`config.mk`:
```
export PLATFORM = sky130hd
export DESIGN_NAME = hilo_muldiv_ctrl
export DESIGN_NICKNAME = d
export VERILOG_FILES = /design/src/rtl/hilo_pkg.sv /design/src/rtl/hilo_muldiv_ctrl_step.sv /design/src/rtl/hilo_muldiv_ctrl.sv
export SDC_FILE = /design/constraint.sdc
export NUM_CORES = 1
export LEC_CHECK = 0
export BUFFER_PORTS_ARGS = -buffer_cell sky130_fd_sc_hd__buf_2
export CORE_ASPECT_RATIO = 1.75
export CORE_MARGIN = 4
export CORE_UTILIZATION = 55
export DETAILED_ROUTE_END_ITERATION = 6
export GPL_ROUTABILITY_DRIVEN = 0
export PLACE_DENSITY = 0.77
export SETUP_SLACK_MARGIN = 0.02
export SYNTH_ARGS = -nofsm -noshare
export SYNTH_HDL_FRONTEND = slang
export SYNTH_SLANG_ARGS = --single-unit
```
`constraint.sdc`:
```
create_clock -name clk -period 3.5 [get_ports clk]
set_input_delay 0.35 -clock clk [delete_from_list [all_inputs] [get_ports clk]]
set_output_delay 0.35 -clock clk [all_outputs]
set_load 0.1 [all_outputs]
```
`src/rtl/hilo_pkg.sv`:
```
// Shared types for the HI/LO multiply/divide sequencer.
// Define HILO_MADD_EN to enable the MADD/MSUB accumulate state.
package hilo_pkg;

  localparam int   DATA_W_DEFAULT = 32;
  localparam logic HILO_RESET     = 1'b0;

  typedef enum logic [2:0] {
    OP_MULT  = 3'd0,
    OP_MULTU = 3'd1,
    OP_DIV   = 3'd2,
    OP_DIVU  = 3'd3,
    OP_MTHI  = 3'd4,
    OP_MTLO  = 3'd5,
    OP_MADD  = 3'd6,
    OP_MSUB  = 3'd7
  } muldiv_op_t;

  typedef enum logic [2:0] {
    ST_IDLE,
    ST_MUL,
    ST_DIV,
    ST_FIX
`ifdef HILO_MADD_EN
    ,
    ST_ACC
`endif
  } muldiv_state_t;

  typedef struct packed {
    muldiv_op_t op;
    logic       neg_p;
    logic       neg_r;
    logic       div0;
  } muldiv_ctx_t;

  function automatic logic op_signed(input muldiv_op_t op);
    return (op == OP_MULT) || (op == OP_DIV) ||
           (op == OP_MADD) || (op == OP_MSUB);
  endfunction

  function automatic logic op_is_div(input muldiv_op_t op);
    return (op == OP_DIV) || (op == OP_DIVU);
  endfunction

  function automatic logic op_is_macc(input muldiv_op_t op);
    return (op == OP_MADD) || (op == OP_MSUB);
  endfunction

endpackage

```
`src/rtl/hilo_muldiv_ctrl_step.sv`:
```
// One radix-2 iteration: shift-add multiply or restoring divide.
// acc/mplr form the 2*DATA_W working pair in both modes.
module muldiv_step
  import hilo_pkg::*;
#(
  parameter int DATA_W = DATA_W_DEFAULT
) (
  input  logic              mode_div,
  input  logic [DATA_W-1:0] acc,
  input  logic [DATA_W-1:0] mplr,
  input  logic [DATA_W-1:0] opd,
  output logic [DATA_W-1:0] acc_nxt,
  output logic [DATA_W-1:0] mplr_nxt
);

  logic [DATA_W:0] sum;
  logic [DATA_W:0] trial;

  assign sum   = {1'b0, acc} + (mplr[0] ? {1'b0, opd} : '0);
  assign trial = {acc, mplr[DATA_W-1]} - {1'b0, opd};

  always_comb begin
    acc_nxt  = acc;
    mplr_nxt = mplr;
    if (mode_div) begin
      // trial MSB set means the partial remainder was below the divisor
      if (!trial[DATA_W]) begin
        acc_nxt  = trial[DATA_W-1:0];
        mplr_nxt = {mplr[DATA_W-2:0], 1'b1};
      end else begin
        acc_nxt  = {acc[DATA_W-2:0], mplr[DATA_W-1]};
        mplr_nxt = {mplr[DATA_W-2:0], 1'b0};
      end
    end else begin
      {acc_nxt, mplr_nxt} = {sum, mplr[DATA_W-1:1]};
    end
  end

endmodule

```
`src/rtl/hilo_muldiv_ctrl.sv`:
```
// HI/LO multiply/divide sequencer: FSM, counter, sign fixup, HI/LO.
// Define HILO_MADD_EN to make ops 6/7 accumulate into {HI,LO}.
module hilo_muldiv_ctrl
  import hilo_pkg::*;
#(
  parameter int DATA_W = DATA_W_DEFAULT
) (
  input  logic              clk,
  input  logic              rst_n,
  input  logic              req_valid,
  output logic              req_ready,
  input  logic [2:0]        req_op,
  input  logic [DATA_W-1:0] req_a,
  input  logic [DATA_W-1:0] req_b,
  input  logic              flush,
  output logic              busy,
  output logic              done,
  output logic              div_by_zero,
  output logic [DATA_W-1:0] hi_out,
  output logic [DATA_W-1:0] lo_out
);

  localparam int CNT_W = $clog2(DATA_W);
  localparam logic [CNT_W-1:0] CNT_LAST = CNT_W'(DATA_W - 1);
  localparam logic [DATA_W-1:0] RST_W = {DATA_W{HILO_RESET}};

  muldiv_state_t state_q, state_d;
  muldiv_ctx_t   ctx_q, ctx_d;

  logic [CNT_W-1:0]  cnt_q, cnt_d;
  logic [DATA_W-1:0] acc_q, acc_d;
  logic [DATA_W-1:0] mplr_q, mplr_d;
  logic [DATA_W-1:0] opd_q, opd_d;
  logic [DATA_W-1:0] hi_q, hi_d;
  logic [DATA_W-1:0] lo_q, lo_d;
  logic              done_q, done_d;
  logic              dbz_q, dbz_d;

  muldiv_op_t        op_in;
  logic              sgn, neg_a, neg_b;
  logic [DATA_W-1:0] abs_a, abs_b;
  logic              mode_div;
  logic [DATA_W-1:0] step_acc, step_mplr;

  logic [2*DATA_W-1:0] prod, prod_s;
  logic [DATA_W-1:0]   quo_s, rem_s;
  logic                fix_div0, fix_div, fix_macc, fix_mul;

  assign op_in = muldiv_op_t'(req_op);
  assign sgn   = op_signed(op_in);
  assign neg_a = sgn & req_a[DATA_W-1];
  assign neg_b = sgn & req_b[DATA_W-1];
  assign abs_a = neg_a ? -req_a : req_a;
  assign abs_b = neg_b ? -req_b : req_b;

  assign prod   = {acc_q, mplr_q};
  assign prod_s = ctx_q.neg_p ? -prod : prod;
  assign quo_s  = ctx_q.neg_p ? -mplr_q : mplr_q;
  assign rem_s  = ctx_q.neg_r ? -acc_q : acc_q;

  assign fix_div0 = ctx_q.div0;
  assign fix_div  = ~ctx_q.div0 & op_is_div(ctx_q.op);
`ifdef HILO_MADD_EN
  assign fix_macc = ~ctx_q.div0 & op_is_macc(ctx_q.op);
`else
  assign fix_macc = 1'b0;
`endif
  assign fix_mul  = ~fix_div0 & ~fix_div & ~fix_macc;

`ifdef HILO_MADD_EN
  logic [2*DATA_W-1:0] hilo_acc;
  assign hilo_acc = (ctx_q.op == OP_MSUB) ? {hi_q, lo_q} - prod
                                          : {hi_q, lo_q} + prod;
`endif

  assign mode_div = (state_q == ST_DIV);

  muldiv_step #(
    .DATA_W (DATA_W)
  ) u_step (
    .mode_div (mode_div),
    .acc      (acc_q),
    .mplr     (mplr_q),
    .opd      (opd_q),
    .acc_nxt  (step_acc),
    .mplr_nxt (step_mplr)
  );

  always_comb begin
    state_d = state_q;
    ctx_d   = ctx_q;
    cnt_d   = cnt_q;
    acc_d   = acc_q;
    mplr_d  = mplr_q;
    opd_d   = opd_q;
    hi_d    = hi_q;
    lo_d    = lo_q;
    done_d  = 1'b0;
    dbz_d   = 1'b0;
    if (flush) begin
      state_d = ST_IDLE;
    end else begin
      unique case (state_q)
        ST_IDLE: begin
          if (req_valid) begin
            ctx_d = '{op: op_in, neg_p: 1'b0, neg_r: 1'b0, div0: 1'b0};
            cnt_d = CNT_LAST;
            case (op_in)
              OP_MTHI: begin
                hi_d   = req_a;
                done_d = 1'b1;
              end
              OP_MTLO: begin
                lo_d   = req_a;
                done_d = 1'b1;
              end
              OP_DIV, OP_DIVU: begin
                if (req_b == '0) begin
                  ctx_d.div0 = 1'b1;
                  acc_d      = req_a;
                  state_d    = ST_FIX;
                end else begin
                  ctx_d.neg_p = neg_a ^ neg_b;
                  ctx_d.neg_r = neg_a;
                  acc_d       = '0;
                  mplr_d      = abs_a;
                  opd_d       = abs_b;
                  state_d     = ST_DIV;
                end
              end
`ifdef HILO_MADD_EN
              OP_MULT, OP_MULTU, OP_MADD, OP_MSUB: begin
`else
              OP_MADD, OP_MSUB: begin
                done_d = 1'b1;
              end
              OP_MULT, OP_MULTU: begin
`endif
                ctx_d.neg_p = neg_a ^ neg_b;
                acc_d       = '0;
                mplr_d      = abs_b;
                opd_d       = abs_a;
                state_d     = ST_MUL;
              end
              default: ;
            endcase
          end
        end
        ST_MUL, ST_DIV: begin
          acc_d  = step_acc;
          mplr_d = step_mplr;
          if (cnt_q == '0) state_d = ST_FIX;
          else             cnt_d   = cnt_q - 1'b1;
        end
        ST_FIX: begin
          state_d = ST_IDLE;
          unique case (1'b1)
            fix_div0: begin
              hi_d   = acc_q;
              lo_d   = '1;
              dbz_d  = 1'b1;
              done_d = 1'b1;
            end
            fix_div: begin
              hi_d   = rem_s;
              lo_d   = quo_s;
              done_d = 1'b1;
            end
`ifdef HILO_MADD_EN
            fix_macc: begin
              {acc_d, mplr_d} = prod_s;
              state_d         = ST_ACC;
            end
`endif
            fix_mul: begin
              {hi_d, lo_d} = prod_s;
              done_d       = 1'b1;
            end
            default: ;
          endcase
        end
`ifdef HILO_MADD_EN
        ST_ACC: begin
          {hi_d, lo_d} = hilo_acc;
          done_d       = 1'b1;
          state_d      = ST_IDLE;
        end
`endif
        default: state_d = ST_IDLE;
      endcase
    end
  end

  always_ff @(posedge clk or negedge rst_n) begin
    if (!rst_n) begin
      state_q <= ST_IDLE;
      ctx_q   <= '{op: OP_MULT, neg_p: 1'b0, neg_r: 1'b0, div0: 1'b0};
      cnt_q   <= '0;
      acc_q   <= '0;
      mplr_q  <= '0;
      opd_q   <= '0;
      hi_q    <= RST_W;
      lo_q    <= RST_W;
      done_q  <= 1'b0;
      dbz_q   <= 1'b0;
    end else begin
      state_q <= state_d;
      ctx_q   <= ctx_d;
      cnt_q   <= cnt_d;
      acc_q   <= acc_d;
      mplr_q  <= mplr_d;
      opd_q   <= opd_d;
      hi_q    <= hi_d;
      lo_q    <= lo_d;
      done_q  <= done_d;
      dbz_q   <= dbz_d;
    end
  end

  assign req_ready   = (state_q == ST_IDLE) & ~flush;
  assign busy        = (state_q != ST_IDLE);
  assign done        = done_q;
  assign div_by_zero = dbz_q;
  assign hi_out      = hi_q;
  assign lo_out      = lo_q;

endmodule
```
; ---- Yosys cells after proc, flatten, opt, wreduce, memory -nomap -nowiden
; Cells that the tools add are included.
[totals]
word_cells = 127
rom_bits = 0
latchBits = 0
ram_bits = 0
out_inout_bits = 68
regBits = 176
mem_count = 0
in_bits = 71
[op_classes]
reduce_logical = 25
n_lt_le_gt_ge = 0
n_div = 0
addsub = 8
bitwise = 9
n_eq_ne = 23
shifts = 0
multipliers = 0
mux = 49
[op_table]
columns = op, n
row1 = 2-to-1 mux 32 bit, 17
row2 = case mux 32 bit (2 select lines), 7
row3 = case mux 32 bit (3 select lines), 2
row4 = negation 32 bit, 4
row5 = 2-to-1 mux 64 bit, 1
row6 = negation 64 bit, 1
row7 = adder 32 x 33 -> 33 bit, 1
row8 = subtractor 33 x 32 -> 33 bit, 1
row9 = zero test 32 bit, 1
row10 = AND reduction 5 bit, 4
row11 = "== test 3 x 2 -> 1 bit, second input constant", 6
row12 = "== test 3 bit, second input constant", 4
row13 = case mux 3 bit (2 select lines), 2
row14 = 2-to-1 mux 1 bit, 10
row15 = 2-to-1 mux 5 bit, 2
row16 = case mux 5 bit (2 select lines), 1
row17 = 2-to-1 mux 3 bit, 3
row18 = "inequality test 3 bit, second input constant", 3
row19 = AND reduction 4 bit, 2
row20 = "== test 3 x 1 -> 1 bit, second input constant", 2
row21 = zero test 3 bit, 2
row22 = "inequality test 2 bit, second input constant", 3
row23 = AND reduction 3 bit, 2
row24 = nonzero test 2 bit, 3
row25 = other kinds (16), 30

; ---- Depth between registers and ports, before layout
[logic_depth]
word_depth = 10
depth_mapped = 15
mapped_depth_nobuf = 12

; ---- Modules after synthesis
; A second synthesis with hierarchy kept.
[hier_totals]
hier_cells = 2191
area_unflattened_um2 = 16554.6
[by_module_without_submodules]
columns = mod, cells_per_inst, n_inst, seq_area_each_um2, area_per_inst_um2
row1 = hilo_muldiv_ctrl, 1518, 1, 4354.2, 12072.8
row2 = muldiv_step, 673, 1, 0.0, 4481.8

; ---- Worst setup path before layout
; OpenSTA, ideal clock, no wires.
[synth_path]
path_type = register to register
from = register mplr_q[31]
to = register acc_q[30]
slack_ns = 0.209
setup_time_ns = 0.135
stages_incl_launch_ff = 15
arrival_time_ns = 3.157
required_time_ns = 3.365
path_buffers = 2
period_less_slack_ns = 3.291
path_cell_list = dfrtp_1 > inv_1 > ha_1 > fa_1 > nand2b_1 > a21o_1 > a21oi_1 > a211oi_1 > o31ai_1 > and3_1 > buf_6 > buf_6 > mux2_4 > a221oi_2 > o31ai_1
[synth_via]
elab_chain_len = 4
[synth_lines]
columns = element, line_no
row1 = "start, declared", hilo_muldiv_ctrl.sv:32  ; logic [DATA_W-1:0] mplr_q, mplr_d;
row2 = "start signal, assigned", hilo_muldiv_ctrl.sv:211  ; mplr_q <= mplr_d;
row3 = subtractor 33 x 32 -> 33 bit, hilo_muldiv_ctrl_step.sv:20  ; assign trial = {acc, mplr[DATA_W-1]} - {1'b0, opd};
row4 = 2-to-1 mux 32 bit, hilo_muldiv_ctrl_step.sv:27  ; if (!trial[DATA_W]) begin
row5 = 2-to-1 mux 32 bit, hilo_muldiv_ctrl_step.sv:25  ; if (mode_div) begin
row6 = case mux 32 bit (2 select lines), hilo_muldiv_ctrl.sv:103  ; unique case (state_q)
row7 = "end signal, assigned", hilo_muldiv_ctrl.sv:199  ; acc_q <= '0;
row8 = "end signal, assigned", hilo_muldiv_ctrl.sv:210  ; acc_q <= acc_d;
row9 = "end, declared", hilo_muldiv_ctrl.sv:31  ; logic [DATA_W-1:0] acc_q, acc_d;
; Every way passes these cells.
; A chain may end at the register's enable or synchronous reset.

; ---- Final worst setup path
[layout_path]
from = register mplr_q[31]
to = register acc_q[25]
; Same word-level chain as after synthesis.

==> flow_metrics.env <==
export IMPL_worstMarginPinSlew_ns=1.40
export IMPL_dp_hpwl_um=50100
export IMPL_path_clk_slew_ns=0.08
export IMPL_outcome="finished with violations"
export IMPL_worstSetupStartpointType="register"
export IMPL_p_comb_share_pct=73.7
export IMPL_arrival_ns=3.79
export IMPL_netlist_instances=2074
export IMPL_power_leakage_nw=8.32
export IMPL_die_h_um=234
export IMPL_vias=17900
export IMPL_routed_wl_um=66900
export IMPL_ys_seq_area_share_pct=27.0
export IMPL_synthTopCellsByCount="nor2_1 (223), nand2_1 (199), a21oi_1 (177)"
export IMPL_grt_max_degree=80
export IMPL_synth_area_leaders="dfrtp_1 (27%), ha_1 (5.7%), a21oi_1 (5.5%)"
export IMPL_slew_headroom_pct=6.45
export IMPL_yosysMostFrequentCell="nor2_1"
export IMPL_power_mw=21.7
export IMPL_ir_worst_vdd_mv=1.25
export IMPL_yosysWarnings=0
export IMPL_pwr_share_clk_pct=9.0
export IMPL_clock_path_buffers=2
export IMPL_synth_top_cell_by_area="dfrtp_1"
export IMPL_drive_above_1_share_pct=17.2
export IMPL_hold_class="input port to register"
export IMPL_setup_tns_ns=0
export IMPL_grt_pass1_wl_um=100000
export IMPL_ant_nets=0
export IMPL_syn_area_um2=16100
export IMPL_fin_worst_skew_ns=0.0157
export IMPL_multi_input_area_um2=11000
export IMPL_finalHoldViolCount=0
export IMPL_post_route_drc_count=24
export IMPL_viasPerCell=6.86
export IMPL_setup_viol=0
export IMPL_cts_sinks=174
export IMPL_instances_no_fill=2613
export IMPL_seqPwrFrac_pct=17.3
export IMPL_swShare_pct=57.5
export IMPL_num_nets_final=2365
export IMPL_critPathKind="register to register"
export IMPL_n_fill_cell=2499
export IMPL_regArea_um2=4350
export IMPL_fin_crit_sh_pct=98.7
export IMPL_cts_inserted_buffers=17
export IMPL_syn_to_final_growth_pct=13.9
export IMPL_grt_pass1_vias=17600
export IMPL_power_density_nw_per_um2=1180
export IMPL_internal_power_mw=9.21
export IMPL_synthFlopType="dfrtp_1"
export IMPL_die_area_um2=32200
export IMPL_rows=82
export IMPL_fp_dieW_um=137
export IMPL_dp_cells=2574
export IMPL_layout_min_cycle_time_ns=3.45
export IMPL_failed_checks="DRC"
export IMPL_grt_total_usage_pct=41.7
export IMPL_drtIter0Drc=2053
export IMPL_cp_end_kind="register"
export IMPL_cts_root_buf="clkbuf_16"
export IMPL_htree_levels=4
export IMPL_crit_fanout=13
export IMPL_max_freq_mhz=289
export IMPL_switchingPower_mw=12.5
export IMPL_portBuffers=138
export IMPL_synthArstFlopShare_pct=100
export IMPL_start_util_pct=56.0
export IMPL_clk_latency_ns=0.47
export IMPL_grt_setup_unrepaired="no"
export IMPL_antenna_found_initial=6
export IMPL_ys_ff_latch=174
export IMPL_core_um2=28700
export IMPL_synth_edf_count=0
export IMPL_wire_per_inst_um=25.6
export IMPL_synth_nets=2220
export IMPL_drv_slew=0
export IMPL_drv_cap=0
export IMPL_synth_top_area_share_pct=27.0
export IMPL_overflow=0
export IMPL_cp_required_ns=3.83
export IMPL_synth_cell_type_count=86
export IMPL_drtPass1Iterations=7
export IMPL_avgSynthCellArea_um2=7.76
export IMPL_io_pins=139
export IMPL_cts_tree="yes"
[per-stage QoR]
step / area, um^2 / setup slack (ns) / hold slack (ns) / util (%)
2_1_floorplan: 16100 / 0.209 / 0.0544 / -
3_3_place_gp: 17700 / 0.0517 / 0.442 / 61.5
3_5_place_dp: 17700 / 0.0310 / 0.442 / 61.5
6_report: 18300 / 0.0451 / 0.226 / 63.9
4_1_cts: 18300 / 0.0510 / 0.203 / 63.6
5_1_grt: 18300 / 0.0261 / 0.233 / 63.8
[area by class of cell]
type | count | share of cell area, %
multi-input cells | 1687 | 59.7
flip-flops and latches | 174 | 23.7
repair buffers | 265 | 9.24
well taps | 378 | 2.58
clock buffers | 20 | 2.44
inverters | 74 | 1.53
clock inverters | 12 | 0.703
diodes | 3 | 0.0409
[layer usage]
metal / GRT usage [%] / vias up / part of all wire (%)
met5: 0 / - / 0.072
met4: 40.9 / 4 / 13
met3: 12.9 / 533 / 11
met2: 66.1 / 1272 / 46
met1: 42.3 / 8315 / 31
li1: - / 7805 / -
[power groups by stage]
stage	combinational [mW]	sequential (mW)	clock (mW)
final	16.0	3.75	1.94
after global routing	16.9	3.83	2.02
after CTS	15.4	3.71	1.93
after detailed placement	15.3	3.75	0
after global placement	15.0	3.70	0
after floorplan	8.60	6.09	0
[state kept, by name (all words and copies together), names as in the netlist, 2 cells and up]
signal,flops
hi_out,32
cnt_q,5
ctx_q,4
lo_out,32
acc_q,32
state_q,2
mplr_q,32
opd_q,32
[critical path, cell delays in order, from the launching register on]
cell       delay (ns)
dfrtp_1          0.34
inv_1            0.07
ha_2             0.21
fa_2             0.43
nand2b_4         0.16
a21o_4           0.22
a2111oi_4        0.38
nor3_2           0.12
a211o_1          0.30
buf_4            0.14
nand3_1          0.07
buf_4            0.24
a21oi_1          0.10
a21boi_1         0.15
a211oi_1         0.39
[kinds of logic after synthesis]
logic type	synth area share [%]
XOR/XNOR	9.14
adder cells (fa/ha/maj)	5.92
AO/OA/AOI/OAI	25.6
AND/OR/NAND/NOR	20.3
buffers and inverters	5.40
multiplexers	6.61
flip-flops	27.0
[cells in the final DEF (no fill, tap or decap), types with 20 or more instances in the layout]
| cell type | n |
|---|---|
| nor2_1 | 222 |
| nand2_1 | 199 |
| a21oi_1 | 175 |
| dfrtp_1 | 174 |
| o21ai_0 | 172 |
| buf_2 | 137 |
| buf_4 | 122 |
| xnor2_1 | 96 |
| inv_1 | 72 |
| xor2_1 | 72 |
| ha_1 | 69 |
| mux2i_1 | 52 |
| a21o_1 | 47 |
| nor3_1 | 43 |
| mux2_2 | 43 |
| nand3_1 | 38 |
| o22ai_1 | 37 |
| a31oi_1 | 35 |
| o31ai_1 | 35 |
| a211oi_1 | 31 |
| and3_1 | 27 |
| nor4_1 | 22 |
| or3_1 | 20 |
[path summary, 6_finish.rpt]
path / start / end / slack [ns] / depth (start not counted)
min in group asynchronous: rst_n / done / 0.47 / 2
min reg2reg: hi_out[30] / hi_out[30] / 0.47 / 1
min: req_op[2] / fix_div0 / 0.23 / 2
max reg2reg: mplr_q[31] / acc_q[25] / 0.05 / 14
max: mplr_q[31] / acc_q[25] / 0.05 / 14
max in group asynchronous: rst_n / hi_out[26] / 2.17 / 3
[what timing repair did]
| item | 4_1_cts | 5_1_grt |
|---|---|---|
| resized for setup | 1 | 13 |
| hold buffers | 1 | 0 |
| setup endpoints to repair | 1 | 25 |
| hold endpoints to repair | 72 | 0 |
| setup buffers | 0 | 3 |
| pin swaps | 0 | 5 |
Note: power is estimated with default switching activity, not from simulation.
